--- config.mk ---
export PLATFORM = sky130hd
export DESIGN_NAME = mem_cmd_scheduler
export DESIGN_NICKNAME = d
export VERILOG_FILES = /design/src/rtl/mem_cmd_scheduler.sv
export SDC_FILE = /design/constraint.sdc
export NUM_CORES = 1
export LEC_CHECK = 0
export ABC_AREA = 0
export BUFFER_PORTS_ARGS = -buffer_cell sky130_fd_sc_hd__buf_2
export CAP_MARGIN = 20
export CORE_MARGIN = 2
export CORE_UTILIZATION = 47
export DETAILED_ROUTE_END_ITERATION = 7
export PLACE_DENSITY = 0.83
export SLEW_MARGIN = 25
export SYNTH_ARGS = -nofsm -noshare
export SYNTH_HDL_FRONTEND = slang
export SYNTH_SLANG_ARGS = --single-unit
--- constraint.sdc ---
create_clock -name CLKA -period 2.1 [get_ports CLKA]
set_input_delay 0.42 -clock CLKA [delete_from_list [all_inputs] [get_ports CLKA]]
set_output_delay 0.42 -clock CLKA [all_outputs]
set_load 0.02 [all_outputs]
--- src/rtl/mem_cmd_scheduler.sv ---
// mem_cmd_scheduler
//   Arbitrates the shared SPI flash controller between two requesters (0: UART
//   command path, 1: test sequencer). Owns the memory supply enable, powers the
//   flash up on demand, waits out the power-up delay, serializes one transaction
//   at a time with round-robin fairness, and powers down after an idle period.
//
// Ports
//   CLKA, rst                 clock, synchronous active-high reset
//   req[1:0]                  request levels, held until the matching grant pulse
//   op0/1, addr0/1, len0/1    per-requester command fields
//   grant/done/err[1:0]       one-hot single-cycle status pulses per requester
//   mem_vcc                   memory supply enable
//   ctrl_valid/ready          command handshake toward the SPI controller
//   ctrl_op/addr/len          latched command fields
//   ctrl_done                 end-of-transaction pulse from the SPI controller
//   busy                      high outside OFF and IDLE
module mem_cmd_scheduler #(
    parameter int unsigned POWERUP_CYCLES = 1000,
    parameter int unsigned IDLE_TIMEOUT   = 100000,
    parameter int unsigned CNT_W          = 20
) (
    input  logic        CLKA,
    input  logic        rst,
    input  logic [1:0]  req,
    input  logic [7:0]  op0,
    input  logic [7:0]  op1,
    input  logic [23:0] addr0,
    input  logic [23:0] addr1,
    input  logic [8:0]  len0,
    input  logic [8:0]  len1,
    output logic [1:0]  grant,
    output logic [1:0]  done,
    output logic [1:0]  err,
    output logic        mem_vcc,
    output logic        ctrl_valid,
    input  logic        ctrl_ready,
    output logic [7:0]  ctrl_op,
    output logic [23:0] ctrl_addr,
    output logic [8:0]  ctrl_len,
    input  logic        ctrl_done,
    output logic        busy
);

    localparam logic [CNT_W-1:0] PowerupLoad = CNT_W'(POWERUP_CYCLES - 1);
    localparam logic [CNT_W-1:0] IdleLast    = CNT_W'(IDLE_TIMEOUT - 1);
    localparam logic [CNT_W-1:0] CntMax      = '1;
    localparam logic [CNT_W-1:0] CntOne      = CNT_W'(1);

    typedef enum logic [2:0] {
        StOff,
        StPowerup,
        StIdle,
        StIssue,
        StWaitDone,
        StReject
    } state_e;

    state_e      state_q;
    logic [CNT_W-1:0] cnt_q;   // power-up countdown, then idle count-up
    logic        prio_q;
    logic        owner_q;
    logic [1:0]  grant_q;
    logic [1:0]  done_q;
    logic [1:0]  err_q;
    logic        ctrl_valid_q;
    logic [7:0]  op_q;
    logic [23:0] addr_q;
    logic [8:0]  len_q;

    logic        win;
    logic [1:0]  win_onehot;
    logic [7:0]  win_op;
    logic [23:0] win_addr;
    logic [8:0]  win_len;
    logic        win_len_ok;

    // Winner selection: a lone requester wins, a tie goes to prio_q.
    always_comb begin
        win = prio_q;
        if (req == 2'b01) begin
            win = 1'b0;
        end else if (req == 2'b10) begin
            win = 1'b1;
        end
        win_onehot = {win, ~win};
        win_op     = win ? op1 : op0;
        win_addr   = win ? addr1 : addr0;
        win_len    = win ? len1 : len0;
        win_len_ok = (win_len != 9'd0) && (win_len <= 9'd256);
    end

    always_ff @(posedge CLKA) begin
        if (rst) begin
            state_q      <= StOff;
            cnt_q        <= '0;
            prio_q       <= 1'b0;
            owner_q      <= 1'b0;
            grant_q      <= '0;
            done_q       <= '0;
            err_q        <= '0;
            ctrl_valid_q <= 1'b0;
            op_q         <= '0;
            addr_q       <= '0;
            len_q        <= '0;
        end else begin
            // Status outputs are single-cycle pulses unless re-armed below.
            grant_q <= '0;
            done_q  <= '0;
            err_q   <= '0;
            unique case (state_q)
                StOff: begin
                    if (|req) begin
                        state_q <= StPowerup;
                        cnt_q   <= PowerupLoad;
                    end
                end
                StPowerup: begin
                    // Leaves with cnt_q at zero, which seeds the idle count.
                    if (cnt_q == '0) begin
                        state_q <= StIdle;
                    end else begin
                        cnt_q <= cnt_q - CntOne;
                    end
                end
                StIdle: begin
                    if (|req) begin
                        owner_q <= win;
                        op_q    <= win_op;
                        addr_q  <= win_addr;
                        len_q   <= win_len;
                        cnt_q   <= '0;
                        grant_q <= win_onehot;
                        if (win_len_ok) begin
                            state_q      <= StIssue;
                            ctrl_valid_q <= 1'b1;
                        end else begin
                            // Rejection reports grant, done and err together.
                            state_q <= StReject;
                            done_q  <= win_onehot;
                            err_q   <= win_onehot;
                        end
                    end else if (cnt_q == IdleLast) begin
                        state_q <= StOff;
                        cnt_q   <= '0;
                    end else if (cnt_q != CntMax) begin
                        cnt_q <= cnt_q + CntOne;
                    end
                end
                StIssue: begin
                    if (ctrl_ready) begin
                        state_q      <= StWaitDone;
                        ctrl_valid_q <= 1'b0;
                    end
                end
                StWaitDone: begin
                    if (ctrl_done) begin
                        state_q <= StIdle;
                        done_q  <= {owner_q, ~owner_q};
                        prio_q  <= ~owner_q;
                        cnt_q   <= '0;
                    end
                end
                StReject: begin
                    state_q <= StIdle;
                    prio_q  <= ~owner_q;
                    cnt_q   <= '0;
                end
                default: begin
                    state_q <= StOff;
                end
            endcase
        end
    end

    // Pure decodes of registered state; no input reaches an output combinationally.
    assign mem_vcc    = (state_q != StOff);
    assign busy       = (state_q != StOff) && (state_q != StIdle);
    assign grant      = grant_q;
    assign done       = done_q;
    assign err        = err_q;
    assign ctrl_valid = ctrl_valid_q;
    assign ctrl_op    = op_q;
    assign ctrl_addr  = addr_q;
    assign ctrl_len   = len_q;

endmodule

==> results of run 1 <==
==> power breakdown <==
group	internal, mW	total [mW]	leakage (nW)	switching [mW]
sequential	1.70	1.97	0.595	0.269
clock	0.792	1.36	0.120	0.570
combinational	1.35	3.28	1.74	1.93
total	3.85	6.61	2.46	2.76
==> synthesized netlist by cell type, types with 4 or more instances <==
library cell,n
sky130_fd_sc_hd__buf_1,4
sky130_fd_sc_hd__mux2i_1,43
sky130_fd_sc_hd__nand2_1,33
sky130_fd_sc_hd__o22ai_1,4
sky130_fd_sc_hd__nor4_1,12
sky130_fd_sc_hd__nor2_1,70
sky130_fd_sc_hd__buf_2,6
sky130_fd_sc_hd__inv_1,6
sky130_fd_sc_hd__a221oi_1,4
sky130_fd_sc_hd__o31ai_1,5
sky130_fd_sc_hd__buf_4,4
sky130_fd_sc_hd__nor2b_1,4
sky130_fd_sc_hd__a221o_2,4
sky130_fd_sc_hd__and2_1,5
sky130_fd_sc_hd__nand3_1,12
sky130_fd_sc_hd__nor3_1,19
sky130_fd_sc_hd__clkbuf_8,7
sky130_fd_sc_hd__and3_1,4
sky130_fd_sc_hd__dfxtp_1,73
sky130_fd_sc_hd__a21oi_1,24
sky130_fd_sc_hd__o21ai_0,20
sky130_fd_sc_hd__a32oi_1,4
sky130_fd_sc_hd__clkbuf_1,23
sky130_fd_sc_hd__a211oi_1,41
sky130_fd_sc_hd__or3_1,4
sky130_fd_sc_hd__o221ai_1,9
==> final cells by class <==
cell class / count / area share, %
tap: 108 / 2.35
sequential: 73 / 25.5
clock inverter: 6 / 2.02
timing repair buffer: 203 / 21.1
clock buffer: 9 / 2.15
multi-input combinational: 387 / 46.5
inverter: 6 / 0.392
==> worst min-delay path, stage by stage <==
cell	delay, ps
sky130_fd_sc_hd__buf_2	100
sky130_fd_sc_hd__mux2i_1	110
sky130_fd_sc_hd__a211oi_1	80
==> routing by layer <==
layer	share of wire (%)	wire length [um]	global-route usage, %
met1	40	5380	31.1
met5	0	0	0
met4	1.5	196	8.54
met2	50	6690	47.1
met3	7.8	1040	6.11
==> logic make-up after synthesis <==
group	after synthesis	synth area share (%)
simple gates	191	22.8
compound gates	145	24.4
flops	73	34.0
buf+inv	52	7.04
mux	43	10.0
fa+ha+maj	4	1.13
xor+xnor	3	0.611
==> state kept, by name, indices dropped and copies added (netlist names) <==
name	cells
done	2
ctrl_valid	1
owner_q	1
err	2
ctrl_addr	24
state_q	3
grant	2
ctrl_len	9
ctrl_op	8
prio_q	1
cnt_q	20
==> final timing paths <==
check	endpoint	from
worst min register to register	ctrl_addr[3]	ctrl_addr[3]
worst max register to register	cnt_q[9]	cnt_q[11]
worst max-delay path	cnt_q[9]	cnt_q[11]
worst min-delay path	ctrl_addr[9]	addr0[9]
==> stage by stage <==
stage,utilization [%],setup WS [ps],TNS (ps)
global route,65.3,-106,-773
floorplan,-,102,0
detailed placement,60.4,-161,-675
global placement,60.4,-76.9,-153
finish,65.3,27.4,0
CTS,63.9,-9.98,-9.98
==> timing repair <==
action | in CTS | in global routing
cloned | 1 | 0
pin swaps | 5 | 7
gates resized for setup | 6 | 23
buffers inserted | 3 | 4
setup endpoints to repair | 20 | 23
==> flow_results.xml, run 1 <==
<?xml version="1.0" encoding="UTF-8"?>
<metrics>
  <group name="status">
    <metric name="status" unit="">finished clean</metric>
  </group>
  <group name="critical_path">
    <metric name="critPathLaunchType" unit="">flip-flop</metric>
    <metric name="cp_top_family" unit="">simple AND/OR/NAND/NOR gates</metric>
    <metric name="worstPathCellList" unit="">or4_4 &gt; nor4_4 &gt; a21oi_4 &gt; buf_6 &gt; a221o_2 &gt; a21oi_1 &gt; nor2_1</metric>
    <metric name="worst_path_bufs_invs" unit="">1</metric>
    <metric name="r2r_slack" unit="ps">30</metric>
    <metric name="cp.depth" unit="">7</metric>
    <metric name="category_of_the_most_critical_setup_path" unit="">reg -&gt; reg</metric>
    <metric name="critPathCaptureType" unit="">flip-flop</metric>
    <metric name="cp_slowest_cell" unit="">sky130_fd_sc_hd__or4_4</metric>
    <metric name="worst-path-max-fanout" unit="">10</metric>
    <metric name="critPathMaxStageDelay" unit="ps">560</metric>
    <metric name="cp.arrival" unit="ps">2320</metric>
    <metric name="rr_worst_depth" unit="">7</metric>
    <metric name="cp_data_required_time" unit="ps">2350</metric>
  </group>
  <group name="route">
    <metric name="dr.first_iter.drc_count" unit="">317</metric>
    <metric name="drt_first_pass_iters" unit="">5</metric>
    <metric name="drt_wl_total" unit="um">13300</metric>
    <metric name="post_drt_wl_per_cell" unit="um">16.8</metric>
    <metric name="vias_per_cell" unit="">6.02</metric>
    <metric name="detailroute.via_count" unit="">4769</metric>
    <metric name="drt.antenna.violating_nets" unit="">0</metric>
    <metric name="drc_violations_left" unit="">0</metric>
  </group>
  <group name="worst_hold_path">
    <metric name="min_path_type" unit="">in -&gt; reg</metric>
    <metric name="hold_path_depth" unit="">3</metric>
  </group>
  <group name="cells_and_area">
    <metric name="area_occupied_by_multi_input_gates" unit="mm^2">0.00267</metric>
    <metric name="syn2layout_area_growth" unit="%">33.7</metric>
    <metric name="layout.area.seq" unit="mm^2">0.00147</metric>
    <metric name="finalNonFillerCells" unit="">792</metric>
    <metric name="nets" unit="">771</metric>
    <metric name="antenna_cells_inserted" unit="">0</metric>
    <metric name="layout_commonest_cell" unit="">sky130_fd_sc_hd__buf_2</metric>
    <metric name="highest_count_cells_in_the_layout_ignoring_fill_and_taps" unit="">sky130_fd_sc_hd__buf_2 (137), sky130_fd_sc_hd__nor2_1 (69), sky130_fd_sc_hd__dfxtp_1 (68)</metric>
    <metric name="layout-drive-gt1-share" unit="%">39.0</metric>
    <metric name="fillers" unit="">679</metric>
    <metric name="fin_area" unit="mm^2">0.00575</metric>
  </group>
  <group name="global_route">
    <metric name="grtUsageTotal" unit="%">26.4</metric>
    <metric name="grt_max_degree" unit="">42</metric>
    <metric name="grt_first_pass_wirelength" unit="um">21600</metric>
    <metric name="globalRouteOverflowTotal" unit="">0</metric>
    <metric name="number_of_global_route_vias_before_repair" unit="">4620</metric>
    <metric name="grt_antenna_before_repair" unit="">0</metric>
  </group>
  <group name="floorplanning">
    <metric name="core_area" unit="mm^2">0.00881</metric>
    <metric name="chipHeight" unit="um">99.7</metric>
    <metric name="start_util" unit="%">48.8</metric>
    <metric name="num_rows" unit="">34</metric>
    <metric name="ios" unit="">138</metric>
    <metric name="die-area" unit="mm^2">0.00993</metric>
    <metric name="die_w" unit="um">99.7</metric>
  </group>
  <group name="synth">
    <metric name="synthDistinctLibCells" unit="">70</metric>
    <metric name="synth_area_leader_cell" unit="">sky130_fd_sc_hd__dfxtp_1</metric>
    <metric name="synth.yosys.seq_area_share" unit="%">34.0</metric>
    <metric name="yosysTopAreaCellShare" unit="%">34.0</metric>
    <metric name="ys_seq_elements" unit="">73</metric>
    <metric name="avgSynthCellArea" unit="um^2">8.42</metric>
    <metric name="synthesis.yosys.warnings" unit="">0</metric>
    <metric name="synthArstFlopShare" unit="%">0</metric>
    <metric name="syn_inst" unit="">511</metric>
    <metric name="mapped_area" unit="mm^2">0.00430</metric>
    <metric name="synth-main-ff-cell" unit="">sky130_fd_sc_hd__dfxtp_1</metric>
    <metric name="synth_enable_flop_cells" unit="">0</metric>
    <metric name="synth_area_leaders" unit="">sky130_fd_sc_hd__dfxtp_1 (34%), sky130_fd_sc_hd__mux2i_1 (10%), sky130_fd_sc_hd__a211oi_1 (7.2%), sky130_fd_sc_hd__nor2_1 (6.1%), sky130_fd_sc_hd__nand2_1 (2.9%)</metric>
    <metric name="synth_fp_nets" unit="">602</metric>
  </group>
  <group name="placed_design">
    <metric name="gpl.final_weighted_congestion" unit="">0.955</metric>
    <metric name="dpl.hpwl" unit="um">9400</metric>
    <metric name="port_buffers" unit="">137</metric>
    <metric name="post_dp_cell_area" unit="mm^2">0.00532</metric>
    <metric name="post_placement_cell_count" unit="">769</metric>
  </group>
  <group name="power_and_ir_drop">
    <metric name="report.power.total" unit="mW">6.61</metric>
    <metric name="power_per_cell_area" unit="mW/mm^2">1150</metric>
    <metric name="total_leakage_power" unit="nW">2.46</metric>
    <metric name="vdd_ir_drop_max" unit="mV">0.625</metric>
  </group>
  <group name="timing">
    <metric name="slew-limit-headroom" unit="%">65.5</metric>
    <metric name="timing.final.max_slew_violations" unit="">0</metric>
    <metric name="clock.fmax" unit="MHz">482</metric>
    <metric name="report.final.hold_viol_count" unit="">0</metric>
    <metric name="fin_skew" unit="ps">15.0</metric>
    <metric name="unrepaired_setup_endpoints_after_global_routing" unit="">yes</metric>
    <metric name="post-route-min-period" unit="ps">2070</metric>
    <metric name="setup_violations" unit="">0</metric>
    <metric name="timing_worst_slew_pin_value" unit="ps">514</metric>
    <metric name="hold_slack" unit="ps">406</metric>
    <metric name="layout_worst_path_cycle_share" unit="%">98.7</metric>
  </group>
  <group name="job">
    <metric name="max_cap_violations" unit="">0</metric>
  </group>
  <group name="clocking">
    <metric name="path_clk_slew" unit="ps">90</metric>
    <metric name="cts-hold-fix-buffers" unit="">0</metric>
    <metric name="cts_num_sinks" unit="">73</metric>
    <metric name="htree_num_levels" unit="">3</metric>
    <metric name="worst_skew_pair.late_latency" unit="ps">350</metric>
    <metric name="cts_tree" unit="">built</metric>
    <metric name="clk_root_buffer_cell" unit="">sky130_fd_sc_hd__clkbuf_8</metric>
    <metric name="ctsLongestPathBuffers" unit="">2</metric>
    <metric name="numCtsBuffers" unit="">9</metric>
  </group>
</metrics>
Note: power is estimated with default switching activity, not from simulation.
==> inputs of run 2 (changes only) <==
GPL_TIMING_DRIVEN = 0   (was default)
==> run 2 against run 1 <==
- the flow now finishes with violations (negative setup slack)
- non-clock buffer count is 5 higher
- maximum frequency decreased by 6.2%
- sequential power is 3% lower
- clock-buffer cell count is the same
- worst hold slack got worse by 16 ps
- clock skew decreased by 2.5 ps
- critical path depth grew 1
- register-to-register slack got worse by 140 ps
- power fell by 1.2%
- final cell count increased by 0.63%
- sequential share of layout area grew 0.10 points
- utilization grew 0.071 points
==> flow_results.xml, run 2 (synthesis results as in run 1) <==
<?xml version="1.0" encoding="UTF-8"?>
<metrics>
  <group name="status">
    <metric name="status" unit="">finished with violations</metric>
    <metric name="violated_checks" unit="">negative setup slack</metric>
  </group>
  <group name="power_and_ir_drop">
    <metric name="vdd_ir_drop_max" unit="mV">0.655</metric>
    <metric name="total_leakage_power" unit="nW">2.41</metric>
    <metric name="power_per_cell_area" unit="mW/mm^2">1130</metric>
    <metric name="report.power.total" unit="mW">6.53</metric>
  </group>
  <group name="critical_path">
    <metric name="critPathLaunchType" unit="">flip-flop</metric>
    <metric name="critical_path.endpoint" unit="">cnt_q[17]</metric>
    <metric name="critPathCaptureType" unit="">flip-flop</metric>
    <metric name="regToRegEndpoint" unit="">cnt_q[17]</metric>
    <metric name="r2r_slack" unit="ps">-110</metric>
    <metric name="worst-path-max-fanout" unit="">5</metric>
    <metric name="cp_data_required_time" unit="ps">2340</metric>
    <metric name="startpoint" unit="">cnt_q[12]</metric>
    <metric name="rr_worst_depth" unit="">8</metric>
    <metric name="cp.arrival" unit="ps">2450</metric>
    <metric name="critical_path.reg2reg.startpoint" unit="">cnt_q[12]</metric>
    <metric name="category_of_the_most_critical_setup_path" unit="">reg -&gt; reg</metric>
  </group>
  <group name="cells_and_area">
    <metric name="nets" unit="">775</metric>
    <metric name="highest_count_cells_in_the_layout_ignoring_fill_and_taps" unit="">sky130_fd_sc_hd__buf_2 (143), sky130_fd_sc_hd__nor2_1 (70), sky130_fd_sc_hd__dfxtp_1 (68)</metric>
    <metric name="syn2layout_area_growth" unit="%">33.9</metric>
    <metric name="finalNonFillerCells" unit="">797</metric>
    <metric name="number_of_flip_flops_under_the_largest_register_name" unit="">24</metric>
    <metric name="layout-drive-gt1-share" unit="%">39.5</metric>
    <metric name="fillers" unit="">703</metric>
    <metric name="antenna_cells_inserted" unit="">0</metric>
    <metric name="fin_area" unit="mm^2">0.00576</metric>
    <metric name="layout_commonest_cell" unit="">sky130_fd_sc_hd__buf_2</metric>
  </group>
  <group name="clocking">
    <metric name="numCtsBuffers" unit="">9</metric>
    <metric name="cts_tree" unit="">built</metric>
    <metric name="clk_root_buffer_cell" unit="">sky130_fd_sc_hd__clkbuf_8</metric>
    <metric name="htree_num_levels" unit="">3</metric>
    <metric name="cts-hold-fix-buffers" unit="">0</metric>
    <metric name="path_clk_slew" unit="ps">80</metric>
    <metric name="ctsLongestPathBuffers" unit="">2</metric>
    <metric name="worst_skew_pair.late_latency" unit="ps">360</metric>
    <metric name="cts_num_sinks" unit="">73</metric>
  </group>
  <group name="route">
    <metric name="drt_wl_total" unit="um">14100</metric>
    <metric name="drc_violations_left" unit="">0</metric>
    <metric name="drt.antenna.violating_nets" unit="">0</metric>
    <metric name="detailroute.via_count" unit="">4928</metric>
    <metric name="dr.first_iter.drc_count" unit="">372</metric>
    <metric name="drt_first_pass_iters" unit="">5</metric>
    <metric name="vias_per_cell" unit="">6.18</metric>
    <metric name="post_drt_wl_per_cell" unit="um">17.7</metric>
  </group>
  <group name="global_route">
    <metric name="grt_max_degree" unit="">15</metric>
    <metric name="grtUsageTotal" unit="%">26.8</metric>
    <metric name="globalRouteOverflowTotal" unit="">0</metric>
    <metric name="number_of_global_route_vias_before_repair" unit="">4647</metric>
    <metric name="grt_antenna_before_repair" unit="">0</metric>
    <metric name="grt_first_pass_wirelength" unit="um">21700</metric>
  </group>
  <group name="floorplanning">
    <metric name="start_util" unit="%">48.8</metric>
    <metric name="die-area" unit="mm^2">0.00993</metric>
    <metric name="num_rows" unit="">34</metric>
    <metric name="core_area" unit="mm^2">0.00881</metric>
    <metric name="chipHeight" unit="um">99.7</metric>
    <metric name="die_w" unit="um">99.7</metric>
    <metric name="ios" unit="">138</metric>
  </group>
  <group name="timing">
    <metric name="timing_worst_slew_pin_value" unit="ps">753</metric>
    <metric name="layout_worst_path_cycle_share" unit="%">105</metric>
    <metric name="report.final.hold_viol_count" unit="">0</metric>
    <metric name="timing.final.ws_setup" unit="ps">-109</metric>
    <metric name="unrepaired_setup_endpoints_after_global_routing" unit="">yes</metric>
    <metric name="timing.final.max_slew_violations" unit="">0</metric>
    <metric name="fin_skew" unit="ps">12.6</metric>
    <metric name="post-route-min-period" unit="ps">2210</metric>
    <metric name="clock.fmax" unit="MHz">453</metric>
    <metric name="slew-limit-headroom" unit="%">49.8</metric>
    <metric name="setup_violations" unit="">9</metric>
  </group>
  <group name="job">
    <metric name="max_cap_violations" unit="">0</metric>
  </group>
  <group name="worst_hold_path">
    <metric name="hold_path_depth" unit="">3</metric>
    <metric name="min_path_type" unit="">in -&gt; reg</metric>
  </group>
  <group name="placed_design">
    <metric name="gpl.final_weighted_congestion" unit="">0.952</metric>
    <metric name="dpl.hpwl" unit="um">9550</metric>
    <metric name="post_placement_cell_count" unit="">756</metric>
    <metric name="port_buffers" unit="">137</metric>
    <metric name="post_dp_cell_area" unit="mm^2">0.00513</metric>
  </group>
</metrics>
run 2: cell types whose count changed in the layout (fill, tap and decap cells not counted), moves of 4 or more:
| cell | delta |
|---|---|
| sky130_fd_sc_hd__clkbuf_8 | +5 |
| sky130_fd_sc_hd__buf_1 | +4 |
| sky130_fd_sc_hd__clkbuf_1 | +8 |
| sky130_fd_sc_hd__buf_4 | -35 |
| sky130_fd_sc_hd__clkbuf_4 | +5 |
| sky130_fd_sc_hd__buf_6 | +4 |
| sky130_fd_sc_hd__buf_2 | +6 |
| sky130_fd_sc_hd__clkbuf_2 | +8 |
run 2: layout make-up:
type | count | area (um^2) | share of cell area (%)
multi-input combinational | 386 | 2730 | 47.5
sequential | 73 | 1480 | 25.6
timing repair buffer | 164 | 908 | 15.8
buffer | 44 | 304 | 5.28
tap | 108 | 135 | 2.35
clock buffer | 9 | 124 | 2.15
clock inverter | 7 | 52.6 | 0.913
inverter | 6 | 25.0 | 0.435
run 2: stage by stage:
step / util, % / TNS (ps) / hold slack, ps / setup slack, ps
2_1_floorplan: - / 0 / 458 / 102
3_3_place_gp: 58.2 / -4000 / 468 / -356
3_5_place_dp: 58.2 / -9280 / 476 / -388
4_1_cts: 62.8 / -197 / 386 / -50.8
5_1_grt: 65.4 / -1220 / 411 / -164
6_report: 65.4 / -447 / 389 / -109
run 2: worst min-delay path by stage:
stage	start	endpoint	slack [ps]
after detailed placement	ctrl_len[8]	ctrl_len[8]	480
final	addr0[10]	ctrl_addr[10]	390
after global placement	ctrl_len[8]	ctrl_len[8]	470
after CTS	addr0[10]	ctrl_addr[10]	390
after global routing	addr0[18]	ctrl_addr[18]	410
after floorplan	owner_q	owner_q	460
run 2: worst max-delay path, cell delays in order, from the launching register on:
cell and delay, ps:
sky130_fd_sc_hd__dfxtp_4 350, sky130_fd_sc_hd__or4_4 570, sky130_fd_sc_hd__nor4_4 190, sky130_fd_sc_hd__buf_4 180
sky130_fd_sc_hd__a21oi_4 70, sky130_fd_sc_hd__buf_12 140, sky130_fd_sc_hd__a221o_2 330, sky130_fd_sc_hd__a32oi_1 210
sky130_fd_sc_hd__nor2_1 70
run 2: where the power goes:
part           internal (mW)  switching [mW]
combinational           1.44            2.14
clock                  0.439           0.593
sequential              1.69           0.220
total                   3.58            2.96
run 2: per-layer routing:
metal  global-route usage, %  up-vias  routed length (um)
met5                       0        -                   0
met4                    10.4        0                 533
met3                    6.54       73                1220
met2                    47.6      285                7140
met1                    31.0     2293                5240
li1                        -     2277                   -
run 2: timing repair:
| action | 4_1_cts | 5_1_grt |
|---|---|---|
| setup endpoints to repair | 63 | 64 |
| gates cloned | 0 | 1 |
| pin swaps | 20 | 21 |
| gates resized for setup | 33 | 65 |
| buffers inserted | 15 | 11 |
==> inputs of run 3 (changes only) <==
ABC_CLOCK_PERIOD_IN_PS = 2280   (was default)
CORE_UTILIZATION = 52   (was 47)
PLACE_DENSITY = 0.86   (was 0.83)
clock period = 2.28 ns   (was 2.1 ns; I/O delays follow)
==> run 3 against run 2 <==
- the flow now finishes without violations
- maximum frequency is 1.6% lower
- final cell count fell by 2.6%
- critical path type unchanged
- sequential cell count unchanged
- sequential share of layout area up 1.2 points
==> flow_results.xml, run 3 (synthesis results as in run 1) <==
<?xml version="1.0" encoding="UTF-8"?>
<metrics>
  <group name="power_and_ir_drop">
    <metric name="total_leakage_power" unit="nW">2.26</metric>
    <metric name="vdd_ir_drop_max" unit="mV">0.630</metric>
    <metric name="power_per_cell_area" unit="mW/mm^2">1040</metric>
  </group>
  <group name="critical_path">
    <metric name="critical_path.reg2reg.startpoint" unit="">cnt_q[11]</metric>
    <metric name="critPathLaunchType" unit="">flip-flop</metric>
    <metric name="regToRegEndpoint" unit="">cnt_q[3]</metric>
    <metric name="category_of_the_most_critical_setup_path" unit="">reg -&gt; reg</metric>
    <metric name="cp_data_required_time" unit="ps">2480</metric>
    <metric name="worst-path-max-fanout" unit="">10</metric>
    <metric name="critical_path.endpoint" unit="">cnt_q[3]</metric>
    <metric name="rr_worst_depth" unit="">7</metric>
    <metric name="critPathCaptureType" unit="">flip-flop</metric>
    <metric name="r2r_slack" unit="ps">30</metric>
    <metric name="cp.arrival" unit="ps">2450</metric>
    <metric name="startpoint" unit="">cnt_q[11]</metric>
  </group>
  <group name="placed_design">
    <metric name="port_buffers" unit="">137</metric>
    <metric name="post_placement_cell_count" unit="">753</metric>
    <metric name="gpl.final_weighted_congestion" unit="">0.962</metric>
    <metric name="dpl.hpwl" unit="um">9470</metric>
  </group>
  <group name="cells_and_area">
    <metric name="number_of_flip_flops_under_the_largest_register_name" unit="">24</metric>
    <metric name="layout-drive-gt1-share" unit="%">34.1</metric>
    <metric name="finalNonFillerCells" unit="">776</metric>
    <metric name="syn2layout_area_growth" unit="%">26.8</metric>
    <metric name="antenna_cells_inserted" unit="">0</metric>
    <metric name="nets" unit="">757</metric>
    <metric name="highest_count_cells_in_the_layout_ignoring_fill_and_taps" unit="">sky130_fd_sc_hd__buf_2 (143), sky130_fd_sc_hd__dfxtp_1 (73), sky130_fd_sc_hd__nor2_1 (70)</metric>
    <metric name="layout_commonest_cell" unit="">sky130_fd_sc_hd__buf_2</metric>
    <metric name="fillers" unit="">639</metric>
  </group>
  <group name="floorplanning">
    <metric name="die_w" unit="um">95.0</metric>
    <metric name="num_rows" unit="">33</metric>
    <metric name="chipHeight" unit="um">95.0</metric>
    <metric name="die-area" unit="mm^2">0.00902</metric>
    <metric name="start_util" unit="%">52.9</metric>
    <metric name="ios" unit="">138</metric>
    <metric name="core_area" unit="mm^2">0.00813</metric>
  </group>
  <group name="timing">
    <metric name="report.final.hold_viol_count" unit="">0</metric>
    <metric name="post-route-min-period" unit="ps">2250</metric>
    <metric name="clock.fmax" unit="MHz">445</metric>
    <metric name="timing_worst_slew_pin_value" unit="ps">698</metric>
    <metric name="layout_worst_path_cycle_share" unit="%">98.5</metric>
    <metric name="setup_violations" unit="">0</metric>
    <metric name="fin_skew" unit="ps">9.51</metric>
    <metric name="tns" unit="ps">0</metric>
    <metric name="timing.final.max_slew_violations" unit="">0</metric>
    <metric name="slew-limit-headroom" unit="%">53.5</metric>
  </group>
  <group name="clocking">
    <metric name="numCtsBuffers" unit="">9</metric>
    <metric name="worst_skew_pair.late_latency" unit="ps">350</metric>
    <metric name="path_clk_slew" unit="ps">80</metric>
    <metric name="cts_tree" unit="">built</metric>
    <metric name="clk_root_buffer_cell" unit="">sky130_fd_sc_hd__clkbuf_8</metric>
    <metric name="htree_num_levels" unit="">3</metric>
    <metric name="cts_num_sinks" unit="">73</metric>
    <metric name="ctsLongestPathBuffers" unit="">2</metric>
  </group>
  <group name="global_route">
    <metric name="grtUsageTotal" unit="%">28.7</metric>
    <metric name="grt_antenna_before_repair" unit="">0</metric>
    <metric name="number_of_global_route_vias_before_repair" unit="">4397</metric>
    <metric name="grt_first_pass_wirelength" unit="um">20500</metric>
    <metric name="globalRouteOverflowTotal" unit="">0</metric>
    <metric name="grt_max_degree" unit="">14</metric>
  </group>
  <group name="status">
    <metric name="status" unit="">finished clean</metric>
  </group>
  <group name="route">
    <metric name="detailroute.via_count" unit="">4746</metric>
    <metric name="vias_per_cell" unit="">6.12</metric>
    <metric name="post_drt_wl_per_cell" unit="um">16.9</metric>
    <metric name="drt_wl_total" unit="um">13100</metric>
    <metric name="drt.antenna.violating_nets" unit="">0</metric>
    <metric name="drc_violations_left" unit="">0</metric>
    <metric name="drt_first_pass_iters" unit="">5</metric>
    <metric name="dr.first_iter.drc_count" unit="">352</metric>
  </group>
  <group name="worst_hold_path">
    <metric name="min_path_type" unit="">in -&gt; reg</metric>
  </group>
  <group name="job">
    <metric name="max_cap_violations" unit="">0</metric>
  </group>
</metrics>
==> run 3: changes by cell type in the layout (fill, tap and decap cells not counted), sizes merged <==
cell	change
inv	-2
buf	-22
clkinvlp	+1
clkbuf	+5
==> run 3: how the worst min path moves through the flow <==
stage | startpoint | endpoint | slack [ps] | cells after the start
after global routing | addr0[12] | ctrl_addr[12] | 430 | 3
after detailed placement | owner_q | owner_q | 480 | 2
after floorplan | owner_q | owner_q | 460 | 2
after global placement | ctrl_len[8] | ctrl_len[8] | 460 | 2
final | addr0[13] | ctrl_addr[13] | 430 | 3
after CTS | addr0[12] | ctrl_addr[12] | 420 | 3
==> run 3: power by group <==
part           internal, mW  total [mW]  switching [mW]
Combinational          1.13        2.96            1.83
Sequential             1.56        1.74           0.187
Clock                 0.427       0.960           0.533
Total                  3.11        5.66            2.55
==> run 3: worst max-delay path, stage by stage (launching register included) <==
cell and delay, ps:
sky130_fd_sc_hd__dfxtp_1 320, sky130_fd_sc_hd__buf_2 170, sky130_fd_sc_hd__nor3_2 250, sky130_fd_sc_hd__nand4b_1 300
sky130_fd_sc_hd__nor3_2 370, sky130_fd_sc_hd__a211o_1 420, sky130_fd_sc_hd__a31o_2 170, sky130_fd_sc_hd__a21oi_1 80
==> run 3: repair_timing <==
item,CTS,global route
buffers inserted,2,5
hold buffers,0,0
setup endpoints to repair,12,55
pin swaps,1,6
gates resized for setup,5,31
gates cloned,0,0
==> run 3: area by class of cell <==
cell class,instances,area [um^2],area share (%)
Tap cell,105,131,2.41
Clock inverter,6,42.5,0.780
Timing Repair Buffer,144,738,13.5
Clock buffer,10,138,2.52
Sequential cell,73,1460,26.8
Multi-Input combinational cell,386,2630,48.2
Inverter,6,22.5,0.413
Buffer,46,292,5.35
==> run 3: per-stage QoR <==
stage / utilization, % / area (um^2) / hold slack (ps) / total power [mW] / worst slack [ps]
floorplan: - / 4300 / 458 / 3.66 / 151
global placement: 62.9 / 5120 / 464 / 4.35 / -227
detailed placement: 62.9 / 5120 / 481 / 4.43 / -272
CTS: 65.7 / 5350 / 417 / 5.46 / 21.0
global route: 67.1 / 5450 / 427 / 5.96 / -65.0
finish: 67.1 / 5450 / 435 / 5.66 / 34.6
==> run 3: routing by layer <==
layer | global-route usage [%] | up-vias | routed length, um
li1 | - | 2225 | -
met1 | 34.5 | 2175 | 5050
met2 | 48.8 | 291 | 6390
met3 | 6.46 | 55 | 1280
met4 | 12.9 | 0 | 426
met5 | 0 | - | 0
